==> src/rtl/mult_dispatcher_if.sv <==
// Bundle of upstream operand, multiplier and downstream result signals.
// The master modport is the dispatcher's view; the slave modport is the surrounding environment.
interface mult_dispatcher_if #(
  parameter int DEPTH = 4
);
  localparam int CW = $clog2(DEPTH) + 1;

  logic          in_valid;
  logic          in_ready;
  logic [15:0]   in_a;
  logic [15:0]   in_b;
  logic          mul_start;
  logic [15:0]   mul_in1;
  logic [15:0]   mul_in2;
  logic [31:0]   mul_out;
  logic          mul_done;
  logic          res_valid;
  logic          res_ready;
  logic [31:0]   res_data;
  logic          busy;
  logic          err;
  logic [CW-1:0] count;

  modport master (
    input  in_valid, in_a, in_b, mul_out, mul_done, res_ready,
    output in_ready, mul_start, mul_in1, mul_in2, res_valid, res_data, busy, err, count
  );

  modport slave (
    output in_valid, in_a, in_b, mul_out, mul_done, res_ready,
    input  in_ready, mul_start, mul_in1, mul_in2, res_valid, res_data, busy, err, count
  );
endinterface

==> src/rtl/mult_dispatcher.sv <==
// Queues operand pairs in a small FIFO and feeds them one at a time to an external
// multiplier, capturing each product and holding it until downstream accepts it.
module mult_dispatcher #(
  parameter int DEPTH   = 4,
  parameter int TIMEOUT = 64
) (
  input  logic clk,
  input  logic reset,
  mult_dispatcher_if.master bus
);
  localparam int AW = $clog2(DEPTH);
  localparam int CW = AW + 1;
  localparam int TW = $clog2(TIMEOUT);

  typedef enum logic [1:0] {IDLE, START, WAIT, HOLD} state_t;

  state_t          state_q, state_d;
  logic [15:0]     mem_a [DEPTH];
  logic [15:0]     mem_b [DEPTH];
  logic [AW-1:0]   wr_ptr, rd_ptr;
  logic [CW-1:0]   count_q;
  logic [15:0]     in1_q, in2_q;
  logic [31:0]     res_data_q;
  logic            res_valid_q;
  logic            err_q;
  logic            done_q;
  logic [TW-1:0]   tcnt_q;

  logic in_ready;
  logic push;
  logic pop;
  logic done_rise;
  logic timeout_hit;

  assign in_ready    = (count_q != CW'(DEPTH));
  assign push        = bus.in_valid && in_ready;
  assign pop         = (state_q == IDLE) && (count_q != '0);
  // Only a 0->1 transition counts, so a done level left over from the last op is ignored.
  assign done_rise   = bus.mul_done && !done_q;
  assign timeout_hit = (tcnt_q == TW'(TIMEOUT - 1));

  always_comb begin
    state_d = state_q;
    case (state_q)
      IDLE:    if (pop) state_d = START;
      START:   state_d = WAIT;
      WAIT: begin
        if (done_rise)        state_d = HOLD;
        else if (timeout_hit) state_d = IDLE;
      end
      HOLD:    if (bus.res_ready) state_d = IDLE;
      default: state_d = IDLE;
    endcase
  end

  // Storage is not reset; occupancy and pointers alone define what is valid.
  always_ff @(posedge clk) begin
    if (push) begin
      mem_a[wr_ptr] <= bus.in_a;
      mem_b[wr_ptr] <= bus.in_b;
    end
  end

  always_ff @(posedge clk or posedge reset) begin
    if (reset) begin
      state_q     <= IDLE;
      wr_ptr      <= '0;
      rd_ptr      <= '0;
      count_q     <= '0;
      in1_q       <= '0;
      in2_q       <= '0;
      res_data_q  <= '0;
      res_valid_q <= 1'b0;
      err_q       <= 1'b0;
      done_q      <= 1'b0;
      tcnt_q      <= '0;
    end else begin
      state_q <= state_d;
      done_q  <= bus.mul_done;

      if (push) wr_ptr <= wr_ptr + AW'(1);
      if (pop)  rd_ptr <= rd_ptr + AW'(1);
      case ({push, pop})
        2'b10:   count_q <= count_q + CW'(1);
        2'b01:   count_q <= count_q - CW'(1);
        default: count_q <= count_q;
      endcase

      if (pop) begin
        in1_q <= mem_a[rd_ptr];
        in2_q <= mem_b[rd_ptr];
      end

      if (state_q == START)
        tcnt_q <= '0;
      else if (state_q == WAIT && !done_rise && !timeout_hit)
        tcnt_q <= tcnt_q + TW'(1);

      if (state_q == WAIT && done_rise) begin
        res_data_q  <= bus.mul_out;
        res_valid_q <= 1'b1;
      end else if (state_q == HOLD && bus.res_ready) begin
        res_valid_q <= 1'b0;
      end

      if (state_q == WAIT && !done_rise && timeout_hit)
        err_q <= 1'b1;
    end
  end

  assign bus.in_ready  = in_ready;
  assign bus.mul_start = (state_q == START);
  assign bus.mul_in1   = in1_q;
  assign bus.mul_in2   = in2_q;
  assign bus.res_valid = res_valid_q;
  assign bus.res_data  = res_data_q;
  assign bus.busy      = (state_q != IDLE);
  assign bus.err       = err_q;
  assign bus.count     = count_q;
endmodule
==> src/flat_wrapper.sv <==
// flat-port wrapper written by rule: the top's interface ports become plain ports
module mult_dispatcher_flat 
#(
  parameter int DEPTH   = 4,
  parameter int TIMEOUT = 64
)
  (clk, reset, bus_in_valid, bus_in_a, bus_in_b, bus_mul_out, bus_mul_done, bus_res_ready, bus_in_ready, bus_mul_start, bus_mul_in1, bus_mul_in2, bus_res_valid, bus_res_data, bus_busy, bus_err, bus_count);
  mult_dispatcher_if #(.DEPTH(DEPTH)) bus_i ();
  input  logic clk;
  input  logic reset;
  input wire logic [$bits(bus_i.in_valid)-1:0] bus_in_valid;
  input wire logic [$bits(bus_i.in_a)-1:0] bus_in_a;
  input wire logic [$bits(bus_i.in_b)-1:0] bus_in_b;
  input wire logic [$bits(bus_i.mul_out)-1:0] bus_mul_out;
  input wire logic [$bits(bus_i.mul_done)-1:0] bus_mul_done;
  input wire logic [$bits(bus_i.res_ready)-1:0] bus_res_ready;
  output wire logic [$bits(bus_i.in_ready)-1:0] bus_in_ready;
  output wire logic [$bits(bus_i.mul_start)-1:0] bus_mul_start;
  output wire logic [$bits(bus_i.mul_in1)-1:0] bus_mul_in1;
  output wire logic [$bits(bus_i.mul_in2)-1:0] bus_mul_in2;
  output wire logic [$bits(bus_i.res_valid)-1:0] bus_res_valid;
  output wire logic [$bits(bus_i.res_data)-1:0] bus_res_data;
  output wire logic [$bits(bus_i.busy)-1:0] bus_busy;
  output wire logic [$bits(bus_i.err)-1:0] bus_err;
  output wire logic [$bits(bus_i.count)-1:0] bus_count;
  assign bus_i.in_valid = bus_in_valid;
  assign bus_i.in_a = bus_in_a;
  assign bus_i.in_b = bus_in_b;
  assign bus_i.mul_out = bus_mul_out;
  assign bus_i.mul_done = bus_mul_done;
  assign bus_i.res_ready = bus_res_ready;
  assign bus_in_ready = bus_i.in_ready;
  assign bus_mul_start = bus_i.mul_start;
  assign bus_mul_in1 = bus_i.mul_in1;
  assign bus_mul_in2 = bus_i.mul_in2;
  assign bus_res_valid = bus_i.res_valid;
  assign bus_res_data = bus_i.res_data;
  assign bus_busy = bus_i.busy;
  assign bus_err = bus_i.err;
  assign bus_count = bus_i.count;
  mult_dispatcher #(.DEPTH(DEPTH), .TIMEOUT(TIMEOUT)) u_core (.clk(clk), .reset(reset), .bus(bus_i));
endmodule
==> config.mk <==
export PLATFORM = sky130hd
export DESIGN_NAME = mult_dispatcher_flat
export DESIGN_NICKNAME = d
export VERILOG_FILES = /design/src/rtl/mult_dispatcher_if.sv /design/src/rtl/mult_dispatcher.sv /design/src/flat_wrapper.sv
export SDC_FILE = /design/constraint.sdc
export NUM_CORES = 1
export LEC_CHECK = 0
export BUFFER_PORTS_ARGS = -buffer_cell sky130_fd_sc_hd__buf_4
export CAP_MARGIN = 20
export CORE_ASPECT_RATIO = 0.75
export CORE_MARGIN = 2
export CORE_UTILIZATION = 40
export DETAILED_ROUTE_END_ITERATION = 10
export MAX_ROUTING_LAYER = met4
export PLACE_DENSITY_LB_ADDON = 0.2
export SLEW_MARGIN = 40
export SYNTH_ARGS = -nofsm -noshare
export SYNTH_HDL_FRONTEND = slang
export SYNTH_SLANG_ARGS = --single-unit
==> constraint.sdc <==
create_clock -name clk -period 7.3 [get_ports clk]
set_input_delay 0.73 -clock clk [delete_from_list [all_inputs] [get_ports clk]]
set_output_delay 0.73 -clock clk [all_outputs]
set_load 0.02 [all_outputs]
# After elaboration in Yosys (flattened, before gate mapping)
# Memory sizes are Yosys's and may differ from the RTL's. A register that Yosys moved wholly into a read port is not among the register bits.
# Cells that the tools add are included.
word_totals:
  regBits: 50
  ramBits: 128
  output_inout_bits: 72
  elab_cells: 56
  mem_count: 2
mem_list:
  columns: ["memory", "depth", "word_bits", "rd", "rd_clocked_by_memory_dff", "wr", "line_no", "text"]
  rows:
  - ["u_core.mem_a", 4, 16, 1, 1, 1, "mult_dispatcher.sv:18", "logic [15:0] mem_a [DEPTH];"]
  - ["u_core.mem_b", 4, 16, 1, 1, 1, "mult_dispatcher.sv:19", "logic [15:0] mem_b [DEPTH];"]
op_classes:
  n_addsub: 5
  n_eq_ne: 10
  muxes: 12
  reduce_logical: 18
op_table:
  columns: ["cell", "count"]
  rows:
  - ["6-bit two-way mux", 2]
  - ["1-bit logical AND", 8]
  - ["2-bit two-way mux", 4]
  - ["2-bit one-hot mux with 4 select lines", 1]
  - ["2-bit nonzero test", 4]
  - ["6-bit by 1-bit adder with 6-bit output (second input constant)", 1]
  - ["2-bit equality test (second input constant)", 3]
  - ["6-bit equality test (second input constant)", 1]
  - ["3-bit one-hot mux with 2 select lines", 1]
  - ["2-bit by 1-bit adder with 2-bit output (second input constant)", 2]
  - ["2-bit by 1-bit equality test with 1-bit output (second input constant)", 2]
  - ["1-bit two-way mux", 4]
  - ["3-bit by 1-bit adder with 3-bit output (second input constant)", 1]
  - ["1-bit logical NOT", 3]
  - ["3-bit by 1-bit != test with 1-bit output (second input constant)", 1]
  - ["3-bit != test (second input constant)", 1]
  - ["3-bit AND reduction", 1]
  - ["3-bit nonzero test", 1]
  - ["3-bit by 1-bit subtractor with 3-bit output (second input constant)", 1]
  - ["2-bit logical NOT", 1]
  - ["2-bit by 1-bit != test with 1-bit output (second input constant)", 1]
  - ["2-bit != test (second input constant)", 1]

# Logic depth before layout (Yosys ltp)
depth:
  word_depth: 7
  mapped_depth: 10

# Least setup slack after synthesis
# Ideal clock, no wire load.
synth_path:
  path_type: "register to register"
  start: "reg u_core.count_q[0], in the netlist u_core.bus.count[0]"
  end: "reg u_core.count_q[2], in the netlist u_core.bus.count[2]"
  setup_time_ns: 0.080
  arrival_time_ns: 2.158
  required_ns: 7.220
  slack_ns: 5.062
  path_stages_with_launch: 11
  path_buffers: 0
  synth_period_minus_slack_ns: 2.238
  cell_sequence: "dfrtp_1 > inv_1 > nand3_1 > and2_1 > inv_1 > ha_1 > inv_1 > fa_1 > xor2_1 > nor2_1 > xor2_1"
synth_via:
  elab_chain_cells: 4
  word_cells_on_any_way: 10
  cone_classes: "add/sub (2); eq/ne (3); mux (1); reduce/logical (4)"
synth_lines:
  columns: ["item", "line_no", "text"]
  rows:
  - ["from (decl)", "mult_dispatcher.sv:21", "logic [CW-1:0] count_q;"]
  - ["from (signal assigned)", "mult_dispatcher.sv:84", "2'b10: count_q <= count_q + CW'(1);"]
  - ["from (signal assigned)", "mult_dispatcher.sv:85", "2'b01: count_q <= count_q - CW'(1);"]
  - ["from (signal assigned)", "mult_dispatcher.sv:86", "default: count_q <= count_q;"]
  - ["3-bit != test (*)", "mult_dispatcher.sv:35", "assign in_ready = (count_q != CW'(DEPTH));"]
  - ["via bus_in_ready", "flat_wrapper.sv:17", "output wire logic [$bits(bus_i.in_ready)-1:0] bus_in_ready;"]
  - ["1-bit logical AND (*)", "mult_dispatcher.sv:36", "assign push = bus.in_valid && in_ready;"]
  - ["2-bit by 1-bit equality test with 1-bit output or 2-bit equality test (tied branches)", "mult_dispatcher.sv:83", "case ({push, pop})"]
  - ["3-bit one-hot mux with 2 select lines or 2-bit nonzero test (tied branches)", null, null]
# Mark *: on every way through the listed nets, which the timed path passes. The rest lies on a longest branch.
# A chain may end at the register's enable or synchronous reset.

# Worst setup path after layout
layout_path:
  start: "reg u_core.state_q[1]"
  end: "reg u_core.count_q[2], in the netlist u_core.bus.count[2]"
layout_via:
  elab_chain_cells: 4
  word_cells_on_any_way: 6
  cone_classes: "eq/ne (2); mux (1); reduce/logical (3)"
layout_lines:
  columns: ["item", "line_no", "text"]
  rows:
  - ["from (decl)", "mult_dispatcher.sv:17", "state_t state_q, state_d;"]
  - ["from (signal assigned)", "mult_dispatcher.sv:78", "state_q <= state_d;"]
  - ["2-bit logical NOT (*)", "mult_dispatcher.sv:37", "assign pop = (state_q == IDLE) && (count_q != '0);"]
  - ["1-bit logical AND (*)", "mult_dispatcher.sv:37", null]
  - ["2-bit by 1-bit equality test with 1-bit output or 2-bit equality test (tied branches)", "mult_dispatcher.sv:83", null]
  - ["3-bit one-hot mux with 2 select lines or 2-bit nonzero test (tied branches)", null, null]
# Every way passes the cells marked *; elsewhere a longest branch is shown, timed or not.

==> flow_summary_export.csv <==
group,metric,value,unit
placed_design,portBuffers,140,
setup_path,reg2reg_depth,8,
clock_network,cts_hold_buf,0,
power_and_ir_drop,peakVddDrop,0.251,mV
setup_path,cp-end-kind,"flop",
clock_network,root_buffer,"clkbuf_16",
power_and_ir_drop,powerDensity,453,mW/mm²
route,viasPerCell,4.90,
placed_design,post-place-cells,779,
logic_synthesis,netlist_instances,392,
logic_synthesis,synth.most_common_cell,"edfxtp_1",
clock_network,cts.htree.levels,1,
placed_design,hpwlAfterDp,9.70,mm
clock_network,clockBufferDepth,3,
logic_synthesis,synth_fp_nets,468,
clock_network,clk_pin_slew_worst_paths,0.06,ns
timing,finalSetupViolCount,0,
route,drtIter0Drc,224,
die,start_util,40.5,%
route,totalWireLength,15.7,mm
setup_path,rr_startpoint,"u_core.state_q[1]",
clock_network,post_cts_resized,0,
global_route,first_global_vias,4356,
logic_synthesis,synth-main-ff-cell,"edfxtp_1",
finish,drive_gt1_share,49.6,%
clock_network,cts_buffers,23,
finish,diodes,0,
setup_path,reg2reg_slack,4.84,ns
logic_synthesis,synthTopCellsByCount,"128 x edfxtp_1, 82 x dfrtp_1, 37 x mux2_2, 28 x mux2_4, 28 x mux4_2",
logic_synthesis,synth_edf_count,128,
logic_synthesis,avgSynthCellArea,20.8,µm²
clock_network,clock-sinks,210,
timing,worst_slew_pin_slew,0.687,ns
setup_path,arrival,2.88,ns
logic_synthesis,ys_warn_count,0,
clock_network,clock_latency,0.50,ns
timing,grt_setup_unrepaired,"no",
logic_synthesis,syn_area,0.00813,mm²
route,antenna_left,0,
setup_path,r2r_end,"u_core.bus.count[2]",
die,die_x,169,µm
die,pin_count,141,
global_route,grt_max_degree,71,
die,die_y,127,µm
route,drc_errors,0,
timing,hold_violations,0,
placed_design,gp_congestion,0.712,
route,wl_per_cell,19.2,µm
logic_synthesis,synth_area_leaders,"edfxtp_1 47%, dfrtp_1 25%, mux4_2 7.8%",
logic_synthesis,asyncSetResetFlopFracSynth,39.0,%
timing,slew_violations,0,
global_route,gr-total-overflow,0,
setup_path,start_kind,"flop",
finish,layoutNonFillerInstCount,821,
finish,nNetsFinal,622,
timing,period_share,33.7,%
global_route,antenna_found_initial,0,
timing,tns,0,ns
job,drv_cap,0,
finish,syn2layout_area_growth,24.9,%
global_route,track_usage,15.2,%
global_route,grt_pass1_wl,24.3,mm
timing,max-slew-margin-rel,54.2,%
clock_network,cts_tree,"yes",
die,dieArea,0.0215,mm²
outcome,status,"complete, no violations",
die,rows,45,
logic_synthesis,yosysSeqAreaShare,72.5,%
setup_path,cp_data_required_time,7.72,ns
power_and_ir_drop,p_leak,4.02,nW
logic_synthesis,yosysTopAreaCell,"edfxtp_1",
power_and_ir_drop,power,4.60,mW
setup_path,critical_path.max_fanout,21,
timing,fmax,0.406,GHz
setup_path,criticalPathCategory,"flop to flop",
worst_hold_path,hp-class,"primary input to asynchronous set/reset pin",
logic_synthesis,post_synth_num_cell_types,42,
timing,min_period,2.46,ns
die,core_area,0.0201,mm²
logic_synthesis,synth-seq-cells,210,
clock_network,postCtsSetupBuffers,0,
route,vias,4027,
route,dr.pass1.iters,4,
logic_synthesis,yosysTopAreaCellShare,47.3,%
timing,fin_skew,0.00839,ns
-- routing by layer --
metal	global-route usage (%)	up-vias	routed length (µm)
li1	-	1825	-
met1	20.4	2086	7040
met5	-	-	0
met3	3.22	26	673
met4	4.06	0	313
met2	24.0	90	7720
-- flip-flops by register name, summed over array words and instances, names as in the netlist, 3 cells and up --
name	flops
u_core.bus.count	3
u_core.tcnt_q	6
u_core.bus.res_data	32
u_core.bus.mul_in1	16
u_core.mem_b	64
u_core.mem_a	64
u_core.bus.mul_in2	16
-- how the worst max path moves through the flow --
stage                 startpoint  cells after the start  slack (ns)                  end
2_1_floorplan              reset                      1        4.46  u_core.bus.count[0]
3_3_place_gp   u_core.state_q[1]                      8        4.62  u_core.bus.count[2]
3_5_place_dp   u_core.state_q[1]                      8        4.82  u_core.bus.count[2]
4_1_cts        u_core.state_q[1]                      8        4.82  u_core.bus.count[2]
5_1_grt        u_core.state_q[1]                      8        4.70  u_core.bus.count[2]
6_report       u_core.state_q[1]                      8        4.84  u_core.bus.count[2]
-- critical path, stage by stage (launching register included) --
cell and delay (ns):
dfrtp_1 0.44, or2_4 0.31, nor2_8 0.50, ha_1 0.29, inv_1 0.06, fa_1 0.37
xor2_1 0.15, nor2_1 0.11, xor2_1 0.16
-- placed cells by master (no fill, tap or decap), drive strengths merged, types with 4 or more instances in the layout --
master  netlist  layout
inv           7       8
xnor2         4       4
and3          4       4
clkbuf        2      38
nand2         6       6
ha            6       6
dfrtp        82      82
mux2i         4       4
mux4         32      32
mux2         65      65
nor2          9       9
buf          13     144
edfxtp      128     128
-- final cells by class --
class	instances	area, µm²
clock buffers	38	694
clock inverters	4	25.0
well taps	258	323
fillers	1645	9940
flip-flops and latches	210	5900
multi-input cells	160	2080
inverters	7	27.5
repair buffers	144	1100
-- where the power goes --
| part | internal (mW) | switching, mW | leakage (nW) | total, mW |
|---|---|---|---|---|
| sequential | 1.65 | 0.245 | 2.15 | 1.90 |
| combinational | 0.855 | 0.753 | 1.52 | 1.61 |
| clock | 0.650 | 0.442 | 0.348 | 1.09 |
| total | 3.16 | 1.44 | 4.02 | 4.60 |
-- logic make-up after synthesis --
kind of cell | Yosys count | share of synthesized area (%)
AO/OA/AOI/OAI | 12 | 1.18
XOR/XNOR | 7 | 0.754
adder cells (fa/ha/maj) | 7 | 1.17
buffers and inverters | 22 | 2.15
flip-flops | 210 | 72.5
multiplexers | 101 | 19.8
AND/OR/NAND/NOR | 33 | 2.43
-- stage by stage --
step | worst slack, ns | util (%) | hold WS, ns | area [µm²]
6_report | 4.84 | 50.5 | 0.158 | 10200
5_1_grt | 4.70 | 50.5 | 0.160 | 10200
4_1_cts | 4.82 | 50.5 | 0.140 | 10200
3_5_place_dp | 4.82 | 47.0 | 0.457 | 9440
3_3_place_gp | 4.62 | 46.7 | 0.467 | 9390
2_1_floorplan | 4.46 | - | 0.474 | 8130
Power figures use the tool's default switching activity.
